<file path="config.mk">
export PLATFORM = sky130hd
export DESIGN_NAME = img_writer
export DESIGN_NICKNAME = d
export VERILOG_FILES = /design/src/rtl/img_writer.sv
export SDC_FILE = /design/constraint.sdc
export NUM_CORES = 1
export LEC_CHECK = 0
export ABC_AREA = 1
export BUFFER_PORTS_ARGS = -buffer_cell sky130_fd_sc_hd__buf_2
export CAP_MARGIN = 20
export CORE_ASPECT_RATIO = 1.2
export CORE_MARGIN = 3
export CORE_UTILIZATION = 47
export DETAILED_ROUTE_END_ITERATION = 10
export PLACE_DENSITY = 0.75
export SETUP_SLACK_MARGIN = 0.1
export SYNTH_ARGS = -nofsm -noshare
export SYNTH_HDL_FRONTEND = slang
export SYNTH_SLANG_ARGS = --single-unit
</file>
<file path="constraint.sdc">
create_clock -name clk -period 2 [get_ports clk]
set_input_delay 0 -clock clk [delete_from_list [all_inputs] [get_ports clk]]
set_output_delay 0 -clock clk [all_outputs]
set_load 0.02 [all_outputs]
</file>
<file path="src/rtl/img_writer.sv">
// Frame-buffer writer: captures one armed frame of streamed RGB pixels and
// issues one registered write per pixel in raster order.
module img_writer #(
    parameter int RGB_WIDTH  = 24,
    parameter int DATA_WIDTH = 8,
    parameter int IMG_WIDTH  = 80,
    parameter int IMG_HEIGHT = 120,
    parameter int ADDR_WIDTH = $clog2(IMG_WIDTH * IMG_HEIGHT)
) (
    input  logic                  clk,
    input  logic                  reset,
    input  logic                  start_write,
    input  logic                  i_de,
    input  logic [DATA_WIDTH-1:0] r_port,
    input  logic [DATA_WIDTH-1:0] g_port,
    input  logic [DATA_WIDTH-1:0] b_port,
    output logic [ADDR_WIDTH-1:0] waddr,
    output logic                  we,
    output logic [RGB_WIDTH-1:0]  wdata,
    output logic                  busy,
    output logic                  done,
    output logic                  drop_err
);

    localparam int XW = (IMG_WIDTH > 1) ? $clog2(IMG_WIDTH) : 1;
    localparam int YW = (IMG_HEIGHT > 1) ? $clog2(IMG_HEIGHT) : 1;

    typedef enum logic [1:0] {
        ST_IDLE  = 2'd0,
        ST_WRITE = 2'd1,
        ST_DONE  = 2'd2
    } state_t;

    state_t                  state_r;
    state_t                  state_next_s;
    logic [XW-1:0]           x_cnt_r;
    logic [XW-1:0]           x_cnt_next_s;
    logic [YW-1:0]           y_cnt_r;
    logic [YW-1:0]           y_cnt_next_s;
    logic                    accept_s;
    logic                    x_last_s;
    logic                    y_last_s;
    logic                    start_acc_s;
    logic                    drop_s;
    logic                    drop_next_s;
    logic [ADDR_WIDTH-1:0]   waddr_r;
    logic                    we_r;
    logic [RGB_WIDTH-1:0]    wdata_r;
    logic                    busy_r;
    logic                    done_r;
    logic                    drop_err_r;

    // Raster address; operands are widened before the multiply so nothing truncates.
    function automatic logic [ADDR_WIDTH-1:0] pix_addr(input logic [XW-1:0] x,
                                                      input logic [YW-1:0] y);
        pix_addr = ADDR_WIDTH'(y) * ADDR_WIDTH'(IMG_WIDTH) + ADDR_WIDTH'(x);
    endfunction

    // Acceptance, drop detection and counter/state next-value logic.
    always_comb begin
        accept_s     = (state_r == ST_WRITE) && i_de;
        x_last_s     = (x_cnt_r == XW'(IMG_WIDTH - 1));
        y_last_s     = (y_cnt_r == YW'(IMG_HEIGHT - 1));
        start_acc_s  = start_write && (state_r != ST_WRITE);
        drop_s       = i_de && (state_r != ST_WRITE);
        state_next_s = state_r;
        x_cnt_next_s = x_cnt_r;
        y_cnt_next_s = y_cnt_r;
        drop_next_s  = drop_err_r;

        case (state_r)
            ST_IDLE: begin
                if (start_write) begin
                    state_next_s = ST_WRITE;
                end else begin
                    state_next_s = ST_IDLE;
                end
            end
            ST_WRITE: begin
                if (accept_s && x_last_s && y_last_s) begin
                    state_next_s = ST_DONE;
                end else begin
                    state_next_s = ST_WRITE;
                end
            end
            ST_DONE: begin
                if (start_write) begin
                    state_next_s = ST_WRITE;
                end else begin
                    state_next_s = ST_IDLE;
                end
            end
            default: begin
                state_next_s = ST_IDLE;
            end
        endcase

        if (start_acc_s) begin
            x_cnt_next_s = '0;
            y_cnt_next_s = '0;
        end else if (accept_s) begin
            if (x_last_s) begin
                x_cnt_next_s = '0;
                if (y_last_s) begin
                    y_cnt_next_s = '0;
                end else begin
                    y_cnt_next_s = y_cnt_r + YW'(1);
                end
            end else begin
                x_cnt_next_s = x_cnt_r + XW'(1);
                y_cnt_next_s = y_cnt_r;
            end
        end else begin
            x_cnt_next_s = x_cnt_r;
            y_cnt_next_s = y_cnt_r;
        end

        // A drop in the arming cycle itself keeps the flag set.
        if (drop_s) begin
            drop_next_s = 1'b1;
        end else if (start_acc_s) begin
            drop_next_s = 1'b0;
        end else begin
            drop_next_s = drop_err_r;
        end
    end

    // State, counters and all registered outputs.
    always_ff @(posedge clk) begin
        if (reset) begin
            state_r    <= ST_IDLE;
            x_cnt_r    <= '0;
            y_cnt_r    <= '0;
            we_r       <= 1'b0;
            waddr_r    <= '0;
            wdata_r    <= '0;
            busy_r     <= 1'b0;
            done_r     <= 1'b0;
            drop_err_r <= 1'b0;
        end else begin
            state_r    <= state_next_s;
            x_cnt_r    <= x_cnt_next_s;
            y_cnt_r    <= y_cnt_next_s;
            we_r       <= accept_s;
            waddr_r    <= accept_s ? pix_addr(x_cnt_r, y_cnt_r) : '0;
            wdata_r    <= accept_s ? RGB_WIDTH'({r_port, g_port, b_port}) : '0;
            busy_r     <= (state_next_s == ST_WRITE);
            done_r     <= (state_next_s == ST_DONE);
            drop_err_r <= drop_next_s;
        end
    end

    assign waddr    = waddr_r;
    assign we       = we_r;
    assign wdata    = wdata_r;
    assign busy     = busy_r;
    assign done     = done_r;
    assign drop_err = drop_err_r;

endmodule

</file>
Yosys cells after proc, flatten, opt, wreduce, memory -nomap -nowiden
Index checks and enable logic that the tools add are counted.
{"block": "word_totals", "register_bits": 58, "inputBits": 28, "out_inout_bits": 42, "elab_cells": 39}
{"block": "classes", "n_addsub": 3, "n_mul": 1, "eq_ne": 7, "muxes": 7, "n_bitwise": 1, "reduce_logical": 11}
{"op": "adder 14 x 7 -> 14 bit", "n": 1}
{"op": "adder 7 x 1 -> 7 bit, second input constant", "n": 2}
{"op": "== test 7 bit, second input constant", "n": 2}
{"op": "2-to-1 mux 7 bit", "n": 2}
{"op": "multiplier 7 x 3 -> 10 bit, second input constant", "n": 1}
{"op": "OR reduction 2 bit", "n": 3}
{"op": "logical AND 1 bit", "n": 5}
{"op": "== test 2 x 1 -> 1 bit, second input constant", "n": 2}
{"op": "== test 2 bit, second input constant", "n": 2}
{"op": "one-hot mux 2 bit (2 select lines)", "n": 1}
{"op": "2-to-1 mux 1 bit", "n": 3}
{"op": "zero test 2 bit", "n": 1}
{"op": "2-to-1 mux 2 bit", "n": 1}
{"op": "!= test 2 x 1 -> 1 bit, second input constant", "n": 1}
{"op": "AND reduction 2 bit", "n": 1}
{"op": "nonzero test 2 bit", "n": 1}
{"op": "NOT 1 bit", "n": 1}

Longest topological paths before layout
{"block": "logic_depth", "ltp_word": 7, "depth_mapped": 14, "ltp_nobuf": 14}

Worst setup path before layout
No wires, ideal clock.
{"block": "synth_path", "kind": "flip-flop to flip-flop", "from": "register y_cnt_r[3]", "to": "register waddr_r[13] (netlist: waddr[13])", "setup_ns": 0.070, "arrival_time_ns": 1.868, "t_required_ns": 1.930, "setup_slack_ns": 0.062, "path_stages_with_launch": 10, "path_buffers": 0, "synth_period_minus_slack_ns": 1.938, "path_cell_list": "dfxtp_1 ha_1 ha_1 inv_1 fa_1 nor2_1 nand3b_1 nor2_1 nand3_1 a21oi_1"}
{"block": "synth_via", "elab_chain_len": 2}
{"item": "start, declared", "line": "38", "text": "logic [YW-1:0] y_cnt_r;"}
{"item": "start signal, assigned", "line": "143", "text": "y_cnt_r <= y_cnt_next_s;"}
{"item": "multiplier 7 x 3 -> 10 bit", "line": "56", "text": "pix_addr = ADDR_WIDTH'(y) * ADDR_WIDTH'(IMG_WIDTH) + ADDR_WIDTH'(x);"}
{"item": "adder 14 x 7 -> 14 bit", "line": "56"}
{"item": "end signal, assigned", "line": "145", "text": "waddr_r <= accept_s ? pix_addr(x_cnt_r, y_cnt_r) : '0;"}
{"item": "end, declared", "line": "46", "text": "logic [ADDR_WIDTH-1:0] waddr_r;"}
Every way passes these cells.
A chain may end at the register's enable or synchronous reset.

Worst setup path after layout
{"block": "layout_path", "from": "register y_cnt_r[1]", "to": "register waddr_r[11] (netlist: waddr[11])"}
The elaborated chain is that of the path after synthesis.

==> impl_metrics.tcl <==
set metrics [dict create \
    outcome "completed" \
    drv_slew 0 \
    routed_via_density 4.63 \
    instances_no_fill 499 \
    peakVddDrop_v 0.000632 \
    postPlaceCellArea_sq_mm 0.00299 \
    finalWirelength_microns 5880 \
    layout_commonest_cell "buf_2" \
    cp-startpoint "y_cnt_r[1]" \
    crit_path_end_kind "register" \
    overflow 0 \
    synth.net_count 361 \
    timing.hold.ws_ns 0.408 \
    final_cell_mix "69 x buf_2, 63 x inv_1, 52 x dfxtp_1, 50 x nor2_1, 42 x nand2_1" \
    grtUsageTotal 0.203 \
    max_freq_mhz 513 \
    cp_slowest_cell "fa_2" \
    drc 0 \
    finalCritPeriodShare 0.975 \
    multiInputGateArea_sq_mm 0.00117 \
    path_max_fanout 3 \
    grt_pass1_wl_microns 9740 \
    tns_ns 0 \
    period_needed_ns 1.95 \
    required_ns 2.27 \
    setup_viol_count_final 0 \
    hold_viol 0 \
    r2r-start "y_cnt_r[1]" \
    syn_avg_cell_area_sq_um 7.98 \
    hold_start "b_port[0]" \
    start_kind "register" \
    place_congestion 0.762 \
    grt_max_degree 33 \
    die_w_microns 72.9 \
    area_growth_pct 44.2 \
    antenna_cells 0 \
    syn-cell-area_sq_mm 0.00252 \
    dr.pass1.iters 4 \
    rsz0062_at_grt "true" \
    critPathMaxStageDelay_ns 0.44 \
    r2r_slack_ns 0.05 \
    critPathKind "reg2reg" \
    drt_iter0_drc 72 \
    synth_cell_types 27 \
    r2r_end "waddr[11]" \
    fp.coreArea_sq_mm 0.00504 \
    wl_per_cell_microns 11.8 \
    synth_seq_cells 58 \
    grt_antenna_before_repair 0 \
    rows 28 \
    hp-class "in2reg" \
    design.die.area_sq_mm 0.00629 \
    ys_seq_area_frac 0.460 \
    worstPathArrival_ns 2.22 \
    grt_pass1_vias 2291 \
    drtAntennaViolNets 0 \
    clock-sinks 58 \
    fillers 378 \
    skew_ns 0.00807 \
    cts_tree "done" \
    cts_max_path_buffers 2 \
    fin_nets 479 \
    io_pins 70 \
    setup_slack_ns 0.0502 \
    drv_cap 0 \
    leakage_nw 1.87 \
    final_core_util 0.721 \
    cts.reportedPaths.clkPinSlew_ns 0.07 \
    syn_inst 316 \
    clk_latency_ns 0.34 \
    drive_above_1_share 0.323 \
    vias 2311 \
    yosys-top-cells-area "dfxtp_1 46%, inv_1 9.7%, nor2_1 7.9%" \
    hpwl_microns 3650 \
    regArea_sq_mm 0.00117 \
    clockRootBuffer "clkbuf_8" \
    fp.dieH_microns 86.3 \
    power.total_mw 2.65 \
    fin_area_sq_mm 0.00364 \
    worstMarginPinSlew_ns 0.550 \
    numPortBuffers 69 \
    place_inst 452 \
    r2r_cells 9 \
    ys.warnings.count 0 \
    p_per_area_mw_per_mm2 727 \
    pre_cts_slack_ns 0.0257 \
    maxSlewHeadroom 0.633 \
    start_util 0.500 \
    crit_chain "ha_4 > ha_4 > inv_2 > fa_2 > nor2_2 > nand3b_1 > nor2_2 > nand2_1 > a21oi_2" \
    yosys.area.top_type "dfxtp_1" \
    numCtsBuffers 9 \
    crit_end "waddr[11]" \
    synth_top_area_share 0.460 \
    htreeDepth 3 \
]
-- how the worst min path moves through the flow --
stage / to / cells past startpoint / slack [ns]
global route: wdata[21] / 4 / 0.42
global placement: wdata[11] / 3 / 0.21
finish: wdata[0] / 4 / 0.41
floorplan: busy / 1 / 0.07
CTS: wdata[19] / 4 / 0.40
detailed placement: wdata[5] / 3 / 0.22
-- synthesized netlist by cell type --
cell type   n
nand2_4     1
inv_4       1
nor2_4      2
inv_1      65
xor2_1      3
a32o_1      1
nand3_1    13
nor3_1      2
nand4_1     6
nand3b_1    1
dfxtp_1    58
fa_1        2
nand2_2     4
o21ai_0    10
a21oi_1    19
nand3_2     3
buf_6       3
nand2_1    45
or2_1       1
nor2_8      2
nand2b_1    1
nor2_2      1
inv_2       1
nor3_2      2
xnor2_1     1
ha_1       15
nor2_1     53
-- cell families (layout without fill, tap and decap cells) --
family                   Yosys count  count (layout)  synth area share
flip-flops                        58              58             0.460
AND/OR/NAND/NOR                  137             137             0.260
buffers and inverters             70             193             0.114
XOR/XNOR                           4               4            0.0139
AO/OA/AOI/OAI                     30              30            0.0615
adder cells (fa/ha/maj)           17              17            0.0903
-- critical path: cells and delay by family, from the launching register on --
kind / cells / cell delay (ns)
AO/OA/AOI/OAI: 1 / 0.14
adder cells (fa/ha/maj): 3 / 0.84
buffers and inverters: 1 / 0.05
flip-flops: 1 / 0.34
AND/OR/NAND/NOR: 4 / 0.51
-- timing repair --
item,CTS,global route
setup endpoints to repair,4,6
gates resized for setup,9,17
pin swaps,7,9
hold buffers,27,0
hold endpoints to repair,31,0
buffers inserted,3,1
-- where the power goes --
| group | total (mW) | internal [mW] | switching [mW] |
|---|---|---|---|
| Clock | 1.30 | 0.826 | 0.475 |
| Combinational | 0.167 | 0.0807 | 0.0866 |
| Sequential | 1.18 | 1.17 | 0.00602 |
| Total | 2.65 | 2.08 | 0.568 |
-- sequential cells by signal, summed over array words and instances, names as in the netlist --
| name | flops |
|---|---|
| done | 1 |
| x_cnt_r | 7 |
| we | 1 |
| waddr | 14 |
| state_r | 2 |
| busy | 1 |
| y_cnt_r | 7 |
| wdata | 24 |
| drop_err | 1 |
-- area by class of cell --
type	count	share of cell area
multi-input combinational	188	0.323
clock buffer	9	0.0340
tap	60	0.0206
clock inverter	7	0.0320
timing repair buffer	110	0.198
sequential	58	0.323
inverter	67	0.0698
-- metal layers --
layer / share of wire / up-vias / global-route usage
met5: 0 / - / 0
met4: 0.017 / 0 / 0.0956
met3: 0.054 / 9 / 0.0557
met2: 0.54 / 61 / 0.373
met1: 0.39 / 1035 / 0.208
li1: - / 1206 / -
(Power assumes the default switching activity.)
